## config.mk

```make
export PLATFORM = sky130hd
export DESIGN_NAME = dmi_req_handler
export DESIGN_NICKNAME = d
export VERILOG_FILES = /design/src/rtl/dmi_pkg.sv /design/src/rtl/dmi_req_handler.sv
export SDC_FILE = /design/constraint.sdc
export NUM_CORES = 1
export LEC_CHECK = 0
export CAP_MARGIN = 20
export CELL_PAD_IN_SITES_DETAIL_PLACEMENT = 0
export CELL_PAD_IN_SITES_GLOBAL_PLACEMENT = 1
export CORE_ASPECT_RATIO = 0.5
export CORE_MARGIN = 1.5
export CORE_UTILIZATION = 36
export DETAILED_ROUTE_END_ITERATION = 10
export PLACE_DENSITY_LB_ADDON = 0.1
export SLEW_MARGIN = 10
export SYNTH_ARGS = -nofsm -noshare
export SYNTH_HDL_FRONTEND = slang
export SYNTH_SLANG_ARGS = --single-unit
export TNS_END_PERCENT = 30
```

## constraint.sdc

```tcl
create_clock -name clock -period 8.3 [get_ports clock]
set_input_delay 1.66 -clock clock [delete_from_list [all_inputs] [get_ports clock]]
set_output_delay 1.66 -clock clock [all_outputs]
set_load 0.01 [all_outputs]
```

## src/rtl/dmi_pkg.sv

```systemverilog
// Shared constants for the DMI request handler: widths, field offsets,
// op/status encodings and FSM state encoding.
package dmi_pkg;

  localparam int unsigned DmiAddrWidth = 7;
  localparam int unsigned DmiDataWidth = 32;
  localparam int unsigned DmiOpWidth   = 2;

  // creq_data = {addr, data, op}
  localparam int unsigned CreqOpLsb   = 0;
  localparam int unsigned CreqDataLsb = DmiOpWidth;
  localparam int unsigned CreqAddrLsb = DmiOpWidth + DmiDataWidth;

  // cresp_data = {data, status}
  localparam int unsigned CrespStatusLsb = 0;
  localparam int unsigned CrespDataLsb   = DmiOpWidth;

  typedef enum logic [1:0] {
    OpNop   = 2'd0,
    OpRead  = 2'd1,
    OpWrite = 2'd2,
    OpRsvd  = 2'd3
  } dmi_op_e;

  // BUSY is reserved for the upstream JTAG side and never produced here.
  typedef enum logic [1:0] {
    StatusSuccess = 2'd0,
    StatusFailed  = 2'd2,
    StatusBusy    = 2'd3
  } dmi_status_e;

  typedef enum logic [1:0] {
    StIdle = 2'd0,
    StReq  = 2'd1,
    StWait = 2'd2,
    StResp = 2'd3
  } dmi_state_e;

endpackage

```

## src/rtl/dmi_req_handler.sv

```systemverilog
// Core-side DMI request handler: turns one DMI request into one debug-bus
// access and returns the DMI response, with a per-access timeout.
module dmi_req_handler
  import dmi_pkg::*;
#(
  parameter int unsigned DMI_ADDR_WIDTH = DmiAddrWidth,
  parameter int unsigned DMI_DATA_WIDTH = DmiDataWidth,
  parameter int unsigned DMI_OP_WIDTH   = DmiOpWidth,
  parameter int unsigned TIMEOUT_CYCLES = 255
) (
  input  logic                                                clock,
  input  logic                                                reset,
  input  logic                                                creq_vld,
  input  logic [DMI_ADDR_WIDTH+DMI_DATA_WIDTH+DMI_OP_WIDTH-1:0] creq_data,
  output logic                                                creq_rdy,
  output logic                                                cresp_vld,
  output logic [DMI_DATA_WIDTH+DMI_OP_WIDTH-1:0]                cresp_data,
  input  logic                                                cresp_rdy,
  output logic                                                dm_req_vld,
  input  logic                                                dm_req_rdy,
  output logic [DMI_ADDR_WIDTH-1:0]                             dm_addr,
  output logic [DMI_DATA_WIDTH-1:0]                             dm_wdata,
  output logic                                                dm_wen,
  input  logic                                                dm_resp_vld,
  input  logic [DMI_DATA_WIDTH-1:0]                             dm_rdata,
  input  logic                                                dm_err,
  output logic                                                err_sticky
);

  localparam int unsigned AddrLsb = DMI_OP_WIDTH + DMI_DATA_WIDTH;
  localparam int unsigned DataLsb = DMI_OP_WIDTH;
  localparam logic [15:0] CntLast = 16'(TIMEOUT_CYCLES - 1);

  localparam logic [DMI_OP_WIDTH-1:0] OpNopW    = DMI_OP_WIDTH'(OpNop);
  localparam logic [DMI_OP_WIDTH-1:0] OpReadW   = DMI_OP_WIDTH'(OpRead);
  localparam logic [DMI_OP_WIDTH-1:0] OpWriteW  = DMI_OP_WIDTH'(OpWrite);
  localparam logic [DMI_OP_WIDTH-1:0] StSuccessW = DMI_OP_WIDTH'(StatusSuccess);
  localparam logic [DMI_OP_WIDTH-1:0] StFailedW  = DMI_OP_WIDTH'(StatusFailed);

  dmi_state_e                state_q, state_d;
  logic [15:0]               cnt_q, cnt_d;
  logic [DMI_ADDR_WIDTH-1:0] addr_q, addr_d;
  logic [DMI_DATA_WIDTH-1:0] wdata_q, wdata_d;
  logic [DMI_OP_WIDTH-1:0]   op_q, op_d;
  logic [DMI_DATA_WIDTH-1:0] rdata_q, rdata_d;
  logic [DMI_OP_WIDTH-1:0]   status_q, status_d;
  logic                      err_q, err_d;

  logic [DMI_OP_WIDTH-1:0]   req_op;
  logic                      expired;

  assign req_op  = creq_data[DMI_OP_WIDTH-1:0];
  // Current cycle is the TIMEOUT_CYCLES-th cycle spent in REQ/WAIT.
  assign expired = (cnt_q == CntLast);

  // State and captured-transaction registers.
  always_ff @(posedge clock or posedge reset) begin
    if (reset) begin
      state_q  <= StIdle;
      cnt_q    <= '0;
      addr_q   <= '0;
      wdata_q  <= '0;
      op_q     <= '0;
      rdata_q  <= '0;
      status_q <= '0;
      err_q    <= 1'b0;
    end else begin
      state_q  <= state_d;
      cnt_q    <= cnt_d;
      addr_q   <= addr_d;
      wdata_q  <= wdata_d;
      op_q     <= op_d;
      rdata_q  <= rdata_d;
      status_q <= status_d;
      err_q    <= err_d;
    end
  end

  // Next-state, capture and timeout logic.
  always_comb begin
    state_d  = state_q;
    cnt_d    = cnt_q;
    addr_d   = addr_q;
    wdata_d  = wdata_q;
    op_d     = op_q;
    rdata_d  = rdata_q;
    status_d = status_q;

    unique case (state_q)
      StIdle: begin
        if (creq_vld) begin
          addr_d  = creq_data[AddrLsb +: DMI_ADDR_WIDTH];
          wdata_d = creq_data[DataLsb +: DMI_DATA_WIDTH];
          op_d    = req_op;
          cnt_d   = '0;
          rdata_d = '0;
          if (req_op == OpReadW || req_op == OpWriteW) begin
            state_d = StReq;
          end else begin
            state_d  = StResp;
            status_d = (req_op == OpNopW) ? StSuccessW : StFailedW;
          end
        end
      end
      StReq: begin
        cnt_d = cnt_q + 16'd1;
        if (dm_req_rdy && dm_resp_vld) begin
          state_d  = StResp;
          rdata_d  = (op_q == OpReadW) ? dm_rdata : '0;
          status_d = dm_err ? StFailedW : StSuccessW;
        end else if (expired) begin
          state_d  = StResp;
          rdata_d  = '0;
          status_d = StFailedW;
        end else if (dm_req_rdy) begin
          state_d = StWait;
        end
      end
      StWait: begin
        cnt_d = cnt_q + 16'd1;
        // A completion in the expiry cycle beats the timeout.
        if (dm_resp_vld) begin
          state_d  = StResp;
          rdata_d  = (op_q == OpReadW) ? dm_rdata : '0;
          status_d = dm_err ? StFailedW : StSuccessW;
        end else if (expired) begin
          state_d  = StResp;
          rdata_d  = '0;
          status_d = StFailedW;
        end
      end
      StResp: begin
        if (cresp_rdy) begin
          state_d = StIdle;
        end
      end
      default: state_d = StIdle;
    endcase

    // Rises together with cresp_vld for a FAILED response.
    err_d = err_q | ((state_d == StResp) && (status_d == StFailedW));
  end

  // Held low while reset is asserted so every output reads 0 during reset.
  assign creq_rdy   = (state_q == StIdle) && !reset;
  assign cresp_vld  = (state_q == StResp);
  assign cresp_data = {rdata_q, status_q};
  assign dm_req_vld = (state_q == StReq);
  assign dm_addr    = addr_q;
  assign dm_wdata   = wdata_q;
  assign dm_wen     = (op_q == OpWriteW);
  assign err_sticky = err_q;

endmodule

```

==> impl_metrics.ini, run 1 <==
[status]
outcome = finished, final reports clean

[critical_path]
start_kind = input port
slowest_delay_ps = 540
arrival_ps = 2760
cp_num_buf_inv = 2
crit_path_cell_trace = clkdlybuf4s50_1 > nor2b_1 > clkdlybuf4s50_1
cpMostUsedCell = clkdlybuf4s50_1
cp.depth = 3
crit_slowest_cell = clkdlybuf4s50_1
crit_required_ps = 6640
r2r-start = state_q[0]
r2r_end = err_sticky
reg2regPathDepth = 7
cp_top_family = buffers and inverters
cp-end-kind = output pin
worstPathMaxFanout = 2
crit_type = input port to output pin
ff2ff_setup_slack_ps = 5630

[place]
dp_hpwl_microns = 7299
gp_congestion = 0.8035
io_buffer_count = 157
dp_slack_ps = 3877

[cts]
cts_tree = done
cts_hold_buf = 0
cts_resized = 0
cts.sinks = 94
htree_levels = 3
clockBufferDepth = 2
path_clk_slew_ps = 60
cts_buffers = 9
insertion_delay_ps = 340
ctsRootBufferMaster = clkbuf_16
post-cts-setup-buffers = 0

[routing]
drc = 0
dr.pass1.iters = 4
via_per_inst = 4.990
first_iter_violations = 91
wl_per_cell_microns = 16.34
ant_nets = 0
num_vias = 3059
wirelength_microns = 10020

[synthesis]
synth_compound_area_share_pct = 12.22
synth_top_cell_area_share_pct = 59.21
synthMuxAreaShare_pct = 11.06
synth_cells = 310
synth_edf_count = 0
synth_xor_area_share_pct = 1.543
syn_area_sq_um = 3973
yosysUniqueCellTypes = 43
synth.avg_cell_area_sq_um = 12.81
ys.warnings.count = 0
ys_seq_elements = 94
synth.top_cells.by_area = dfrtp_1, mux2_2, a22o_1, nand2_1, ha_1
synth_top_area_cell = dfrtp_1
synth_top_family_by_area = compound AO/OA/AOI/OAI gates
ys_seq_area_share_pct = 59.21
ys_async_sr_fraction_pct = 100.0
synthFlopType = dfrtp_1
synth-adder-area-share_pct = 2.205
syn_nets = 397
synth-simple-area-share_pct = 10.30

[finish]
layout_common_cells = clkdlybuf4s50_1, dfrtp_1, mux2_2, a22o_1, nand2_1
utilization_pct = 57.36
drive_gt1_share_pct = 14.38
syn_to_final_growth_pct = 51.24
diodes = 0
nets = 555
final_common_cell = clkdlybuf4s50_1

[power_and_ir_drop]
power.leakage_uw = 0.002599
powerDensity_nw_per_um2 = 316.4
total_power_uw = 1901
peakVddDrop_uv = 175.5

[floorplanning]
ios = 158
die_height_microns = 77.28
rows = 26
die_w_microns = 151.6
core_area_sq_um = 10480
die_area_sq_um = 11710
initial_core_util_pct = 37.92

[worst_hold_path]
whs_path_depth = 1
min_to = err_sticky
holdCritStartpoint = err_sticky
hold_class = register to register

[timing]
slew_violations = 0
post-route-min-period_ps = 4417
worst_pin_slew_ps = 990.7
finalWorstSetupSlack_ps = 3883
whs_ps = 493.7
finalSetupTns_ps = 0
fin_worst_skew_ps = 8.171
relSlewSlack_pct = 33.72
hold_viol = 0
setup_viol = 0
fmax_mhz = 226.4
rsz0062_at_grt = no
fin_crit_sh_pct = 53.22

[global_routing]
grt_pass1_vias = 3236
grt.total_usage_pct = 17.81
grt_pass1_wl_microns = 16060
grt_max_degree = 50
antenna_found_initial = 0
grt_overflow = 0

[run]
maxCapViolCount = 0
synthesized netlist by cell type (all sizes together) (4+ instances only):
| library cell | n |
|---|---|
| nand2 | 25 |
| mux2 | 39 |
| or3 | 4 |
| nor2b | 5 |
| nor2 | 10 |
| o21ai | 15 |
| a22o | 32 |
| buf | 12 |
| a21oi | 5 |
| ha | 7 |
| dfrtp | 94 |
| inv | 13 |
| nor3 | 7 |
| xnor2 | 7 |
| nand3 | 5 |
worst max path at each step:
stage	from	endpoint
floorplan	reset	cnt_q[0]
global placement	reset	creq_rdy
detailed placement	reset	creq_rdy
CTS	reset	creq_rdy
global route	reset	creq_rdy
finish	reset	creq_rdy
where the power goes:
group | total [uW] | switching (uW) | leakage (uW) | internal [uW]
clock network | 430 | 177 | 0.000153 | 253
logic | 799 | 364 | 0.00123 | 435
registers | 672 | 81.4 | 0.00121 | 591
total | 1900 | 623 | 0.00260 | 1280
registers in the layout, summed over array words and instances (netlist names):
signal and cells:
err_sticky 1, rdata_q 32, dm_wdata 32, op_q 2
status_q 2, state_q 2, dm_addr 7, cnt_q 16
cell families after synthesis:
family / count (synthesis)
muxes: 39
xor gates and xnor gates: 7
buffers and inverters: 27
adders and majority gates: 7
AOI/OAI and AO/OA: 64
and+or+nand+nor: 72
DFF: 94
layer usage:
metal  vias up  routed length [microns]  global-route usage, %
met4         0                       93                  4.904
met3         9                      935                  9.048
met2        92                     5021                  30.32
met5         -                        0                      0
li1       1423                        -                      -
met1      1535                     3965                  19.54
area by class of cell:
class | instances | area (sq um)
multi-input cells | 189 | 1485
well taps | 140 | 175.2
inverters | 13 | 50.05
fillers | 878 | 4467
clock inverters | 5 | 63.81
clock buffers | 11 | 252.7
flip-flops and latches | 94 | 2352
repair buffers | 161 | 1629
metrics by stage:
| step | cell area, sq um | std cells |
|---|---|---|
| 2_1_floorplan | 3973 | 310 |
| 3_3_place_gp | 5649 | 595 |
| 3_5_place_dp | 5692 | 597 |
| 4_1_cts | 6008 | 613 |
| 5_1_grt | 6008 | 613 |
| 6_report | 6008 | 613 |
No activity file was read; power rests on OpenSTA's default activity.
==> inputs of run 2 (changes only) <==
CORE_UTILIZATION = 33   (was 36)
clock period = 4.4 ns   (was 8.3 ns; I/O delays follow)
==> run 2 against run 1 <==
  * First-iteration DRC count is 120% higher
  * Largest power group unchanged
  * Hold slack worse by 7.8 ps
  * Combinational power is 85% higher
  * Sequential share of layout area hardly changed
  * Largest cell class unchanged
  * Wire length is 2.3% higher
  * Clock-buffer cell count is 2 lower
  * Setup slack worse by 2400 ps
  * Power is 84% higher
==> impl_metrics.ini, run 2 (same netlist as run 1, synthesis figures left out) <==
[cts]
post-cts-setup-buffers = 0
ctsRootBufferMaster = clkbuf_16
cts_resized = 0
cts_buffers = 9
htree_levels = 3
clockBufferDepth = 2
cts_tree = done
cts_hold_buf = 0
insertion_delay_ps = 340
path_clk_slew_ps = 70
cts.sinks = 94

[floorplanning]
die_area_sq_um = 12740
rows = 28
die_w_microns = 158.2
initial_core_util_pct = 33.75
core_area_sq_um = 11770
die_height_microns = 80.58
ios = 158

[timing]
fmax_mhz = 340.9
post-route-min-period_ps = 2934
finalWorstSetupSlack_ps = 1466
rsz0062_at_grt = no
fin_crit_sh_pct = 66.68
finalSetupTns_ps = 0
relSlewSlack_pct = 35.63
setup_viol = 0
slew_violations = 0
hold_viol = 0
whs_ps = 485.9
fin_worst_skew_ps = 8.151
worst_pin_slew_ps = 962.2

[run]
maxCapViolCount = 0

[critical_path]
ff2ff_setup_slack_ps = 1810
r2r-start = state_q[0]
r2r_end = err_sticky
arrival_ps = 2050
reg2regPathDepth = 7
crit_type = register to output pin
start_kind = register
worstPathMaxFanout = 9
crit_required_ps = 3520
cp-end-kind = output pin

[global_routing]
antenna_found_initial = 0
grt_pass1_vias = 3245
grt.total_usage_pct = 17.04
grt_overflow = 0
grt_pass1_wl_microns = 16430
grt_max_degree = 60

[routing]
wirelength_microns = 10240
route.met3.wl_microns = 806
wl_met1_microns = 4093
dr.pass1.iters = 4
drc = 0
wl_per_cell_microns = 16.03
wl_met2_microns = 5269
highest_layer = met4
num_vias = 2995
via_per_inst = 4.687
first_iter_violations = 198
ant_nets = 0

[finish]
seqCellArea_sq_um = 2352
final_common_cell = clkdlybuf4s50_1
diodes = 0
multi_input_area_sq_um = 1485
nets = 556
num-fill-cells = 1044
fin_cells = 639
layout_common_cells = clkdlybuf4s50_1, dfrtp_1, mux2_2, a22o_1, nand2_1
syn_to_final_growth_pct = 51.12
drive_gt1_share_pct = 14.56

[place]
dp.cells = 622
dp_slack_ps = 1458
gp_congestion = 0.7463
dp_hpwl_microns = 7531
io_buffer_count = 157

[worst_hold_path]
hold_class = register to register
holdCritStartpoint = err_sticky
min_to = err_sticky
whs_path_depth = 1

[power_and_ir_drop]
total_power_uw = 3493
powerDensity_nw_per_um2 = 581.8
peakVddDrop_uv = 291.7
power.leakage_uw = 0.002587

[status]
outcome = finished, final reports clean
[run 2: changes by cell type in the layout (fill, tap and decap cells not counted), sizes merged]
| cell | before | now |
|---|---|---|
| clkbuf | 11 | 9 |
| inv | 14 | 16 |
| buf | 4 | 5 |
| clkinv | 2 | 3 |
| bufinv | 1 | 0 |
[run 2: metal layers]
layer	vias to the layer above	track usage, %
li1	1425	-
met2	73	29.21
met5	-	0
met3	8	8.365
met4	0	4.019
met1	1489	19.09
[run 2: final cells by class]
cell class	instances	area share, %
repair buffers	162	27.14
clock buffers	9	3.752
well taps	165	3.439
flip-flops and latches	94	39.18
multi-input cells	189	24.74
clock inverters	7	0.9170
inverters	13	0.8337
[run 2: worst max-delay path, cell delays in order, from the launching register on]
cell and delay, ps:
dfrtp_1 450, inv_1 120, ha_1 420, nor2b_1 190, clkdlybuf4s50_1 540
[run 2: report_power, final]
group	leakage, uW	switching, uW	internal [uW]	total (uW)
clock network	0.000139	344	391	736
registers	0.00121	159	1110	1270
logic	0.00124	677	807	1480
total	0.00259	1180	2310	3490
[run 2: per-stage QoR]
stage                     util [%]  instance area [sq um]
final                        51.00                   6003
after floorplan                  -                   3973
after detailed placement     48.38                   5695
after CTS                    50.77                   5976
after global placement       48.38                   5695
after global routing         51.00                   6003
[run 2: worst max path at each step]
stage	cells after the start	from	endpoint
floorplan	1	reset	cnt_q[0]
global placement	3	reset	creq_rdy
detailed placement	6	creq_vld	err_sticky
CTS	4	state_q[0]	creq_rdy
global route	4	state_q[0]	creq_rdy
finish	4	state_q[0]	creq_rdy
==> inputs of run 3 (changes only) <==
clock period = 2.9 ns   (was 4.4 ns; I/O delays follow)
==> run 3 against run 2 <==
  * Clock skew shrank 3.9 ps
  * Critical endpoint unchanged
  * Via count is 2.1% higher
  * Sequential power increased by 52%
==> impl_metrics.ini, run 3 (same netlist as run 1, synthesis figures left out) <==
[power_and_ir_drop]
power_frac_comb_pct = 41.0
power_frac_seq_pct = 34.8
peakVddDrop_uv = 441.2
power.leakage_uw = 0.002604
switching_power_uw = 1756
powerDensity_nw_per_um2 = 913.5
swShare_pct = 31.74
p_int_uw = 3775
clkPwrFrac_pct = 24.2

[critical_path]
crit_required_ps = 2320
crit_type = register to output pin
cp_top_family = buffers and inverters
cp_num_buf_inv = 2
arrival_ps = 2090
crit_path_cell_trace = inv_1 > ha_1 > nor2b_1 > clkdlybuf4s50_1
cp-end-kind = output pin
start_kind = register
worstPathMaxFanout = 9
crit_slowest_cell = clkdlybuf4s50_1
slowest_delay_ps = 550

[floorplanning]
rows = 28
core_area_sq_um = 11770
initial_core_util_pct = 33.75
ios = 158
die_area_sq_um = 12740
die_w_microns = 158.2
die_height_microns = 80.58

[timing]
post-route-min-period_ps = 2666
worst_pin_slew_ps = 519.5
fmax_mhz = 375.1
fin_worst_skew_ps = 4.287
hold_viol = 0
finalSetupTns_ps = 0
rsz0062_at_grt = no
setup_viol = 0
slew_violations = 0
whs_ps = 482.6
relSlewSlack_pct = 65.37
fin_crit_sh_pct = 91.93

[global_routing]
use_met3_pct = 9.552
grtUsageMet1_pct = 19.66
grt.total_usage_pct = 17.39
grt_pass1_vias = 3317
top_usage_layer = met2
antenna_found_initial = 0
grt_max_degree = 95
gr-usage-met2_pct = 28.56
grt_overflow = 0
grt_pass1_wl_microns = 16820

[cts]
post-cts-setup-buffers = 0
ctsRootBufferMaster = clkbuf_16
clockBufferDepth = 2
cts_hold_buf = 0
insertion_delay_ps = 340
cts_tree = done
cts_buffers = 9
cts_resized = 0
htree_levels = 3
cts.sinks = 94
path_clk_slew_ps = 60

[finish]
diodes = 0
final_cell_area_sq_um = 6055
drive_gt1_share_pct = 14.16
final_common_cell = clkdlybuf4s50_1
layout_common_cells = clkdlybuf4s50_1, dfrtp_1, mux2_2, a22o_1, nand2_1
nets = 556
syn_to_final_growth_pct = 52.41

[place]
place_area_sq_um = 5718
gp_congestion = 0.7524
io_buffer_count = 157
dp_hpwl_microns = 7471

[routing]
drc = 0
wirelength_microns = 10410
num_vias = 3059
wl_per_cell_microns = 16.32
via_per_inst = 4.795
dr.pass1.iters = 4
ant_nets = 0
first_iter_violations = 121

[run]
maxCapViolCount = 0

[worst_hold_path]
hold_class = register to register

[status]
outcome = finished, final reports clean
==> run 3: cell types whose count changed in the layout (fill, tap and decap cells not counted) <==
cell,before,now
buf_12,0,1
clkbuf_1,0,1
inv_8,1,0
clkinv_2,3,0
bufinv_16,0,3
buf_16,1,0
clkinv_4,0,1
inv_6,3,1
==> run 3: through the flow <==
step           cells  power (uW)  utilization [%]  setup slack, ps
2_1_floorplan    310        3132                -            994.0
3_3_place_gp     623        4184            48.58            475.0
3_5_place_dp     623        4230            48.58            415.4
4_1_cts          638        5612            51.43            206.3
5_1_grt          638        5883            51.43            104.7
6_report         638        5531            51.43            234.1
==> run 3: area by class of cell <==
cell class              count  area [sq um]
well taps                 165         206.4
flip-flops and latches     94          2352
inverters                  13         52.55
repair buffers            162          1622
fillers                  1057          5717
clock inverters             5         107.6
multi-input cells         189          1485
clock buffers              10         229.0
==> run 3: layer usage <==
layer,wire [microns],vias up
met5,0,-
met4,91,0
met3,1012,9
met2,5235,86
met1,4070,1539
li1,-,1425
==> run 3: path summary, 6_finish.rpt <==
check                      depth (start not counted)    endpoint  slack, ps  startpoint
max                                                4    creq_rdy        230  state_q[0]
min                                                1  err_sticky        480  err_sticky
max reg2reg                                        8  rdata_q[9]        650  state_q[0]
min reg2reg                                        1  err_sticky        480  err_sticky
max in group asynchronous                          3  dm_addr[3]       1750       reset
min in group asynchronous                          3  state_q[1]        770       reset
==> run 3: power by group through the flow <==
stage / registers (uW) / clock network [uW] / logic (uW)
CTS: 1920 / 1380 / 2300
floorplan: 2070 / 0 / 1060
global placement: 1930 / 0 / 2260
detailed placement: 1940 / 0 / 2290
global route: 1970 / 1450 / 2460
finish: 1930 / 1340 / 2270
==> patch 1: new RTL, config.mk and constraints of run 1 <==
Reset style: synchronous (`reset`), changed in one clocked block.
--- a/src/rtl/dmi_req_handler.sv
+++ b/src/rtl/dmi_req_handler.sv
@@ -56,3 +56,3 @@
   // State and captured-transaction registers.
-  always_ff @(posedge clock or posedge reset) begin
+  always_ff @(posedge clock) begin
     if (reset) begin
Behaviour: differs if reset is asserted again (counterexample within 4 cycles, from zero or initial values and one cycle with reset high); with reset held inactive, the same outputs for 4 cycles.
==> patch 1 against run 1 <==
Setup slack got worse by 0.25 ns; cell count rose by 18%; register-to-register slack improved by 0.24 ns; total power fell by 28%; sequential cell count did not move; critical path depth rose by 1; design area fell by 6.1%; sequential power fell by 21%; wire length barely moved; area after synthesis fell by 7.7%; largest power group is now registers.
==> patch 1: results (changes against run 1) <==
----------------------------------------------------
[Route]
  Routed WL per cell ... 13.9 µm (was 16.3 µm)
  Iter 0 DRT Violations ... 142 (was 91)
  Length of routed met3 wiring ... 779 µm (was 935 µm)
  Met2 wire length ... 4640 µm (was 5020 µm)
  Met1 layer wirelength in the final routing ... 4490 µm (was 3970 µm)

[Placed design]
  Placed wire-length estimate ... 6850 µm (was 7300 µm)
  Post-Place Cells ... 705 (was 597)
  Routability cong. ... 0.728 (was 0.804)

[Worst setup path]
  Slowest cell delay on critical path ... 0.65 ns (was 0.54 ns)
  R2R Setup Slk ... 5.87 ns (was 5.63 ns)
  Reg-to-reg critical path startpoint ... state_q[0]$_SDFF_PP0_ (was state_q[0]$_DFF_PP0_)
  Critical path fanouts, max ... 81 (was 2)
  Critical path origin ... reset (unchanged)
  Top cell family by delay on the critical path ... buffers and inverters (unchanged)
  Slowest stage cell on the critical path ... buf_4 (was clkdlybuf4s50_1)

[Final layout]
  Share of final-layout standard cells stronger than drive strength 1 ... 4.78% (was 14.4%)
  Count of placed standard cells in the final layout, fillers left out ... 721 (was 613)
  Final-layout fill cell count ... 903 (was 878)
  NumNets Final ... 668 (was 555)

[Clock tree]
  Root cell of the clock tree ... clkbuf_16 (unchanged)

[GRT]
  Largest net degree at the start of global routing ... 82 (was 50)
  GRT Overall Usage ... 18.7% (was 17.8%)
  First-pass GRT wire length ... 15800 µm (was 16100 µm)
  Number of global-route vias before repair ... 3172 (was 3236)

[Logic synthesis]
  Number of instances in the synthesized netlist ... 436 (was 310)
  Async set-or-reset flop fraction in the synthesized netlist ... 0% (was 100%)
  Sequential element share of the synthesized area ... 51.3% (was 59.2%)
  Distinct cells, synth ... 42 (was 43)
  Area contributors post-synth ... dfxtp_1, nand2_1, a21oi_1 (was dfrtp_1, mux2_2, a22o_1)
  Nets in the synthesized netlist ... 523 (was 397)
  Most frequent cells after synthesis ... dfxtp_1, nand2_1, nor2_1 (was dfrtp_1, mux2_2, a22o_1)

[STA]
  Actual slew at the worst max-slew pin ... 0.851 ns (was 0.991 ns)
  Largest clock skew in the final design ... 0.0124 ns (was 0.00817 ns)

[Worst hold path]
  Min-delay src ... dm_wdata[1]$_SDFFE_PP0P_ (was err_sticky$_DFF_PP0_)
  Min-Delay Path Depth ... 2 (was 1)

[Status]
  Status ... complete, no violations (unchanged)

[Power]
  Largest vdd supply drop ... 0.156 mV (was 0.176 mV)
  Pleak ... 0.00203 µW (was 0.00260 µW)

----------------------------------------------------
-- patch 1: cell types whose count changed in the layout (fill, tap and decap cells not counted), moves of 3 or more --
cell	change
nor2_1	+42
nand2_1	+68
xor2_1	+7
a22o_1	-32
mux2_2	-39
buf_4	+3
a21oi_1	+42
a22oi_1	+30
dfxtp_1	+94
o21ai_0	-10
dfrtp_1	-94
-- patch 1: final timing paths --
check | to
setup / recovery | creq_rdy
hold / removal | dm_wdata[1]$_SDFFE_PP0P_
setup reg to reg | cnt_q[15]$_SDFFE_PP0P_
hold reg to reg | dm_wdata[1]$_SDFFE_PP0P_
-- patch 1: final cells by class --
class | instances | area, µm² | share of cell area (%)
sequential | 94 | 1880 | 33.3
inverter | 14 | 52.6 | 0.931
clock inverter | 6 | 75.1 | 1.33
multi-input combinational | 300 | 1630 | 28.9
clock buffer | 10 | 229 | 4.06
timing repair buffer | 162 | 1600 | 28.4
tap | 135 | 169 | 2.99
-- patch 1: per-layer routing --
metal	vias up	track usage, %
met5	-	0
met4	0	5.67
met3	11	8.90
met2	71	30.3
met1	1575	22.4
li1	1761	-
-- patch 1: metrics by stage --
stage	total power [µW]	instance area (µm²)	hold slack [ns]	setup WS, ns
final	1370	5640	0.452	3.64
after detailed placement	968	5340	0.446	3.60
after floorplan	773	3670	0.445	4.36
after global routing	1460	5640	0.468	3.52
after global placement	967	5340	0.441	3.60
after CTS	1390	5640	0.455	3.60
-- patch 1: report_power, final --
part           leakage, µW  total [µW]  switching [µW]  internal, µW
registers         0.000763         528            29.2           498
clock network     0.000146         420             181           239
logic              0.00112         425             236           188
-- patch 1: kinds of logic after synthesis --
logic type      Yosys count  synth area share, %
compound gates           98                 16.9
flops                    94                 51.3
buf+inv                  42                 4.51
xor+xnor                 12                 2.87
fa+ha+maj                 7                 2.39
simple gates            183                 22.0
==> patch 2: new RTL, settings of run 1 <==
Made on the original files. Change the package constant `DmiAddrWidth` from 7 to 5.
--- a/src/rtl/dmi_pkg.sv
+++ b/src/rtl/dmi_pkg.sv
@@ -4,3 +4,3 @@
 
-  localparam int unsigned DmiAddrWidth = 7;
+  localparam int unsigned DmiAddrWidth = 5;
   localparam int unsigned DmiDataWidth = 32;
Interface: changed (resized creq_data and dm_addr); port bits go from 158 to 154. The function was not compared with the original's and may differ.
==> patch 2 against run 1 <==
Setup slack got worse by 0.0053 ns; total power decreased by 4.0%; hold slack lost 0.017 ns; critical path depth stayed put; wire length decreased by 6.8%; global-route usage is 0.68 points lower; sequential cell count fell by 2; area after synthesis decreased by 2.7%; design area decreased by 2.4%; sequential share of layout area increased by 0.090 points; largest cell class unchanged.
==> patch 2: results (changes against run 1) <==
----------------------------------------------------
[Final layout]
  Non-Clock Buffer Area Fraction ... 26.8% (was 27.1%)
  Multi-input comb cells ... 190 (was 189)
  Share of final-layout standard cells stronger than drive strength 1 ... 14.1% (was 14.4%)
  Clock buf count ... 10 (was 11)
  Number of non-clock buffers in the layout ... 157 (was 161)
  Fraction of area in multi-input gates ... 25.0% (was 24.7%)
  NumNets Final ... 548 (was 555)
  Clock network area share ... 5.12% (was 5.27%)

[Route]
  Total via count after detailed routing ... 2939 (was 3059)
  Total Routed Length ... 9330 µm (was 10000 µm)
  Met2 wire length ... 4610 µm (was 5020 µm)

[GRT]
  Met2 Use GR ... 28.4% (was 30.3%)
  Number of global-route vias before repair ... 3164 (was 3236)

[Logic synthesis]
  Sequential element share of the synthesized area ... 59.5% (was 59.2%)
  Yosys reg bits ... 92 (was 94)
  Distinct cells, synth ... 42 (was 43)
  Most frequent cells after synthesis ... dfrtp_1, mux2_2, a22o_1 (unchanged)
  Area contributors post-synth ... dfrtp_1, mux2_2, a22o_1 (unchanged)
  Post-synthesis compound-gate area fraction ... 12.7% (was 12.2%)

[STA]
  Largest clock skew in the final design ... 0.00656 ns (was 0.00817 ns)
  Headroom to the max-slew limit ... 45.2% (was 33.7%)
  Final hold slack ... 0.476 ns (was 0.494 ns)

[Power]
  Share of total power in sequential cells ... 35.8% (was 35.4%)
  Pleak ... 0.00248 µW (was 0.00260 µW)

[Placed design]
  Buffers on Ports ... 153 (was 157)
  Placed wire-length estimate ... 6700 µm (was 7300 µm)

[Worst setup path]
  Worst flop-to-flop path endpoint ... rdata_q[15]$_DFFE_PP0P_ (was err_sticky$_DFF_PP0_)

[Status]
  Status ... complete, no violations (unchanged)

----------------------------------------------------
patch 2: changes by cell type after synthesis, sizes merged, moves of 2 or more:
| cell | delta |
|---|---|
| or3 | -2 |
| nand2 | +2 |
| dfrtp | -2 |
| nand4 | +2 |
| nand3 | +2 |
| a21oi | -2 |
| mux2 | -2 |
patch 2: metrics by stage:
step / instance area [µm²] / instances / worst slack [ns]
final: 5870 / 607 / 3.88
after global routing: 5870 / 607 / 3.85
after CTS: 5860 / 607 / 3.87
after detailed placement: 5560 / 592 / 3.87
after global placement: 5550 / 591 / 3.88
after floorplan: 3870 / 308 / 4.25
patch 2: how the worst max path moves through the flow:
stage | startpoint | end | depth (start not counted)
after floorplan | reset | cnt_q[0]$_DFFE_PP0P_ | 1
after global placement | reset | creq_rdy | 3
after detailed placement | reset | creq_rdy | 3
after CTS | reset | creq_rdy | 3
after global routing | reset | creq_rdy | 3
final | reset | creq_rdy | 3
